==> src/rtl/io_n_bidir_frame_cfg.sv <==
// -----------------------------------------------------------------------------
// io_n_bidir_frame_cfg
//
// N-channel bidirectional pad adapter whose behaviour is set by two
// configuration frames delivered over FrameData/FrameStrobe.
//
// Handshake note: there is no valid/ready pair here. A frame is accepted on
// every rising edge where its FrameStrobe bit is high (level sampled, no
// back-pressure). cfg_valid reports that both frames have been accepted since
// the last reset; until then the pads are held safe (tristated, driving 0).
//
// Parameters
//   CHANNELS   number of pad channels (1..5)
//   FRAME_BITS width of FrameData
//   FRAMES     width of FrameStrobe
//   MODE_FRAME strobe index that loads the mode word
//   CA_FRAME   strobe index that loads the config-access word
//
// Ports
//   UserCLK     clock, rising edge
//   UserRSTn    synchronous active-low reset
//   FrameData   configuration data
//   FrameStrobe per-frame write strobes
//   O_top       pad -> fabric data
//   I_top       fabric -> pad data
//   T_top       pad tristate (1 = high-Z)
//   I, T        drive data / tristate request from the switch matrix
//   O           mode-selected input data to the fabric
//   Q           O_top registered once
//   C_bits      config-access bits, channel n at [4n+3:4n]
//   cfg_valid   both frames loaded since reset
//
// Mode word, 6 bits per channel at [6n+5:6n]:
//   [1:0] in_mode  0 = direct, 1 = one flop, 2/3 = two-flop synchroniser
//   [2]   out_reg  register the drive value
//   [3]   tri_reg  register the tristate value
//   [4]   out_inv  invert the drive value
//   [5]   oe_kill  force high-Z
// -----------------------------------------------------------------------------
module io_n_bidir_frame_cfg #(
  parameter int CHANNELS   = 2,
  parameter int FRAME_BITS = 32,
  parameter int FRAMES     = 20,
  parameter int MODE_FRAME = 0,
  parameter int CA_FRAME   = 1
) (
  input  logic                    UserCLK,
  input  logic                    UserRSTn,
  input  logic [FRAME_BITS-1:0]   FrameData,
  input  logic [FRAMES-1:0]       FrameStrobe,
  input  logic [CHANNELS-1:0]     O_top,
  output logic [CHANNELS-1:0]     I_top,
  output logic [CHANNELS-1:0]     T_top,
  input  logic [CHANNELS-1:0]     I,
  input  logic [CHANNELS-1:0]     T,
  output logic [CHANNELS-1:0]     O,
  output logic [CHANNELS-1:0]     Q,
  output logic [4*CHANNELS-1:0]   C_bits,
  output logic                    cfg_valid
);

  localparam int MW = 6 * CHANNELS;
  localparam int CW = 4 * CHANNELS;

  // Reject configurations that cannot be wired up consistently.
  if (CHANNELS < 1 || CHANNELS > 5) begin : g_bad_channels
    $error("io_n_bidir_frame_cfg: CHANNELS must be 1..5");
  end
  if (MW > FRAME_BITS) begin : g_bad_width
    $error("io_n_bidir_frame_cfg: mode word does not fit in FrameData");
  end
  if (MODE_FRAME == CA_FRAME) begin : g_bad_same
    $error("io_n_bidir_frame_cfg: MODE_FRAME and CA_FRAME must differ");
  end
  if (MODE_FRAME >= FRAMES || CA_FRAME >= FRAMES ||
      MODE_FRAME < 0 || CA_FRAME < 0) begin : g_bad_index
    $error("io_n_bidir_frame_cfg: frame index out of range");
  end

  logic [MW-1:0]       r_mode;
  logic [CW-1:0]       r_cbits;
  logic                r_mode_seen;
  logic                r_ca_seen;
  logic                r_cfg_valid;
  logic [CHANNELS-1:0] r_q;     // first synchroniser stage, also Q
  logic [CHANNELS-1:0] r_s2;    // second synchroniser stage
  logic [CHANNELS-1:0] r_i;     // registered drive value
  logic [CHANNELS-1:0] r_t;     // registered tristate value

  logic                w_load_mode;
  logic                w_load_ca;
  logic [CHANNELS-1:0] w_d;
  logic [CHANNELS-1:0] w_t;
  logic                w_unused;

  assign w_load_mode = FrameStrobe[MODE_FRAME];
  assign w_load_ca   = FrameStrobe[CA_FRAME];

  // Upper FrameData bits and the other strobes belong to other tiles.
  assign w_unused = &{1'b0, FrameData, FrameStrobe};

  always_ff @(posedge UserCLK) begin
    if (!UserRSTn) begin
      r_mode      <= '0;
      r_cbits     <= '0;
      r_mode_seen <= 1'b0;
      r_ca_seen   <= 1'b0;
      r_cfg_valid <= 1'b0;
      r_q         <= '0;
      r_s2        <= '0;
      r_i         <= '0;
      r_t         <= '1;
    end else begin
      if (w_load_mode) begin
        r_mode      <= FrameData[MW-1:0];
        r_mode_seen <= 1'b1;
      end
      if (w_load_ca) begin
        r_cbits   <= FrameData[CW-1:0];
        r_ca_seen <= 1'b1;
      end
      // Registered from the flags, so it trails the later load by one cycle.
      r_cfg_valid <= r_mode_seen & r_ca_seen;
      r_q         <= O_top;
      r_s2        <= r_q;
      r_i         <= w_d;
      r_t         <= w_t;
    end
  end

  for (genvar n = 0; n < CHANNELS; n++) begin : g_ch
    logic [1:0] w_in_mode;
    logic       w_out_reg;
    logic       w_tri_reg;
    logic       w_out_inv;
    logic       w_oe_kill;

    assign w_in_mode = r_mode[6*n +: 2];
    assign w_out_reg = r_mode[6*n + 2];
    assign w_tri_reg = r_mode[6*n + 3];
    assign w_out_inv = r_mode[6*n + 4];
    assign w_oe_kill = r_mode[6*n + 5];

    assign w_d[n] = I[n] ^ w_out_inv;
    assign w_t[n] = T[n] | w_oe_kill;

    assign O[n] = (w_in_mode == 2'd0) ? O_top[n] :
                  (w_in_mode == 2'd1) ? r_q[n]   : r_s2[n];

    // Until configured, pads are held high-Z and driving 0.
    assign I_top[n] = r_cfg_valid & (w_out_reg ? r_i[n] : w_d[n]);
    assign T_top[n] = ~r_cfg_valid | (w_tri_reg ? r_t[n] : w_t[n]);
  end

  assign Q         = r_q;
  assign C_bits    = r_cbits;
  assign cfg_valid = r_cfg_valid;

endmodule
==> config.mk <==
export PLATFORM = sky130hd
export DESIGN_NAME = io_n_bidir_frame_cfg
export DESIGN_NICKNAME = d
export VERILOG_FILES = /design/src/rtl/io_n_bidir_frame_cfg.sv
export SDC_FILE = /design/constraint.sdc
export NUM_CORES = 1
export LEC_CHECK = 0
export CORE_MARGIN = 4
export CORE_UTILIZATION = 38
export DETAILED_ROUTE_END_ITERATION = 6
export PLACE_DENSITY_LB_ADDON = 0.2
export SLEW_MARGIN = 5
export SYNTH_ARGS = -nofsm -noshare
export SYNTH_HDL_FRONTEND = slang
export SYNTH_SLANG_ARGS = --single-unit
==> constraint.sdc <==
create_clock -name UserCLK -period 1.6 [get_ports UserCLK]
set_input_delay 0.32 -clock UserCLK [delete_from_list [all_inputs] [get_ports UserCLK]]
set_output_delay 0.32 -clock UserCLK [all_outputs]
set_load 0.02 [all_outputs]
==> results.py <==
metrics = {
    "run_status": {
        "status": "finished, final reports clean",
    },
    "worst_setup_path": {
        "rr_worst_depth": 2,
        "crit_chain": "clkdlybuf4s50_1 > nor3_1 > o21ai_0 > buf_2",
        "reg2reg_slack_ps": 860,
        "startpoint_type": "input port",
        "cp_slowest_cell": "clkdlybuf4s50_1",
        "crit_end": "T_top[1]",
        "max_stage_delay_ps": 480,
        "cp-startpoint": "T[1]",
        "crit_arrival_ps": 1210,
        "crit_fanout": 2,
        "cp-end-kind": "output pin",
        "worstSetupPathType": "input port to output pin",
        "r2r_end": "r_i[0]",
        "r2r_start": "r_mode[4]",
        "required_ps": 1280,
    },
    "timing": {
        "finClkSkew_ps": 2.94,
        "fin_crit_ps": 1530,
        "tightest_slew_ps": 223,
        "hold_violations": 0,
        "fmax_mhz": 652,
        "relSlewSlack": 0.851,
        "rsz0062_at_grt": "no",
        "slew_viol_final": 0,
        "finalSetupViolCount": 0,
        "timing.final.crit_share": 0.958,
        "setup_ws_ps": 67.0,
    },
    "pwr": {
        "power.switching_fraction": 0.242,
        "seqPwrFrac": 0.554,
        "power_density_mw_per_mm2": 917,
        "comb_power_share": 0.151,
        "switchingPower_mw": 0.367,
        "peakVddDrop_mv": 0.619,
        "internal_power_mw": 1.15,
        "finalPower_mw": 1.52,
        "clkPwrFrac": 0.295,
        "p_leak_nw": 0.789,
    },
    "placed_design": {
        "dp.cells": 187,
        "gp_congestion": 0.700,
        "dp_hpwl_microns": 1660,
        "dpl_cell_area_sq_mm": 0.00162,
        "io_buffers": 38,
        "post-place-ws_ps": -451,
    },
    "grt": {
        "antenna_found_initial": 0,
        "grt_pass1_vias": 905,
        "grt_max_degree": 32,
        "grt.total_usage": 0.132,
        "grt-ovfl-total": 0,
        "grt_first_pass_wirelength_microns": 4080,
    },
    "clock_tree": {
        "htreeDepth": 2,
        "post_cts_buffers": 0,
        "tritoncts": "yes",
        "cts_made_buffers": 5,
        "clockBufferDepth": 2,
        "clockRootBuffer": "clkbuf_4",
        "cts_sinks": 31,
        "insertion_delay_ps": 320,
        "ctsHoldBuffers": 0,
        "clk_pin_slew_ps": 90,
    },
    "finish": {
        "layout.cells.non_filler": 194,
        "antennaDiodeCount": 0,
        "layout_common_cells": "dfxtp_1, mux2i_1, nor2b_1",
        "final_util": 0.547,
        "fin_area_sq_mm": 0.00166,
        "areaGrowthSynthToFinish_pct": 39.1,
        "final_common_cell": "dfxtp_1",
        "final_nets": 210,
        "drive_gt1_frac": 0.107,
    },
    "routing": {
        "firstDrtPassIters": 4,
        "finalWirelength_microns": 2330,
        "num_vias": 869,
        "drt-initial-drc-count": 25,
        "wire_per_inst_microns": 12.0,
        "ant_nets": 0,
        "vias_per_cell": 4.48,
        "drc": 0,
    },
    "logic_synthesis": {
        "syn_inst": 108,
        "yosysSeqAreaShare": 0.521,
        "ys_warn_count": 0,
        "syn_area_sq_mm": 0.00119,
        "synth_cell_types": 18,
        "syn_nets": 168,
        "ys_ff_latch": 31,
        "avgSynthCellArea_sq_um": 11.0,
    },
    "floorplanning": {
        "fp.dieArea_sq_mm": 0.00409,
        "core_sq_mm": 0.00303,
        "num_io_pins": 77,
        "die_h_microns": 64.0,
        "dieWidth_microns": 64.0,
        "start_util": 0.393,
        "rows": 20,
    },
    "hold_path": {
        "hold_path_class": "input port to flop",
    },
    "run": {
        "max_cap_violations": 0,
    },
}
[what timing repair did]
action / in CTS / in global routing
resized for setup: 37 / 7
pin swaps: 1 / 4
setup endpoints to repair: 15 / 5
[state kept, by name (all words and copies together), names as in the netlist]
signal and flops:
r_mode 12, C_bits 8, Q 2, r_i 2, r_s2 2, r_t 2, cfg_valid 1, r_ca_seen 1
r_mode_seen 1
[logic make-up (layout without fill, tap and decap cells)]
| group | Yosys count | count (layout) | synth area share |
|---|---|---|---|
| simple gates | 39 | 39 | 0.190 |
| mux | 22 | 22 | 0.185 |
| xor+xnor | 2 | 2 | 0.0147 |
| compound gates | 8 | 8 | 0.0462 |
| flops | 31 | 31 | 0.521 |
| buf+inv | 6 | 48 | 0.0431 |
[power by group through the flow]
stage | Combinational (mW) | Clock, mW | Sequential (mW)
after detailed placement | 0.248 | 0 | 0.860
after global placement | 0.243 | 0 | 0.858
final | 0.229 | 0.449 | 0.841
after global routing | 0.251 | 0.510 | 0.848
after floorplan | 0.111 | 0 | 0.874
after CTS | 0.236 | 0.471 | 0.842
[layout make-up]
cell class | count | area [sq um]
multi-input combinational | 71 | 519
sequential | 31 | 621
timing repair buffer | 41 | 405
tap | 44 | 55.1
clock buffer | 6 | 51.3
clock inverter | 1 | 5.00
fill | 277 | 1370
[worst max-delay path: cells and delay by family]
kind	cells	cell delay [ps]
buf+inv	2	670
compound gates	1	160
simple gates	1	50
[through the flow]
step | hold slack (ps) | TNS, ps
6_report | 365 | 0
5_1_grt | 358 | 0
4_1_cts | 473 | 0
3_5_place_dp | 451 | -2310
3_3_place_gp | 439 | -2160
2_1_floorplan | 414 | 0
[synth_stat cells, drive strengths merged]
cell | instances | area, sq um
buf | 3 | 38.8
and2 | 6 | 37.5
nor2b | 22 | 138
mux2i | 22 | 220
o21ai | 4 | 20.0
nor2 | 2 | 7.51
nand2b | 2 | 12.5
nand2 | 4 | 15.0
o211a | 2 | 20.0
clkbuf | 3 | 12.5
and3 | 1 | 6.26
o21a | 2 | 15.0
dfxtp | 31 | 621
xor2 | 2 | 17.5
nor3 | 2 | 10.0
[per-layer routing]
metal	part of all wire	track usage
met1	0.44	0.143
met5	0	0
met3	0.057	0.0527
met2	0.48	0.215
met4	0.018	0.0755
[how the worst min path moves through the flow]
stage,start,to,slack (ps),cells past startpoint
after floorplan,T[0],r_t[0],410,2
after global placement,r_mode_seen,r_mode_seen,440,1
after detailed placement,r_mode_seen,r_mode_seen,450,1
after CTS,r_mode_seen,r_mode_seen,470,1
after global routing,I[1],r_i[1],360,3
final,I[1],r_i[1],370,3
No activity file was read; power rests on OpenSTA's default activity.
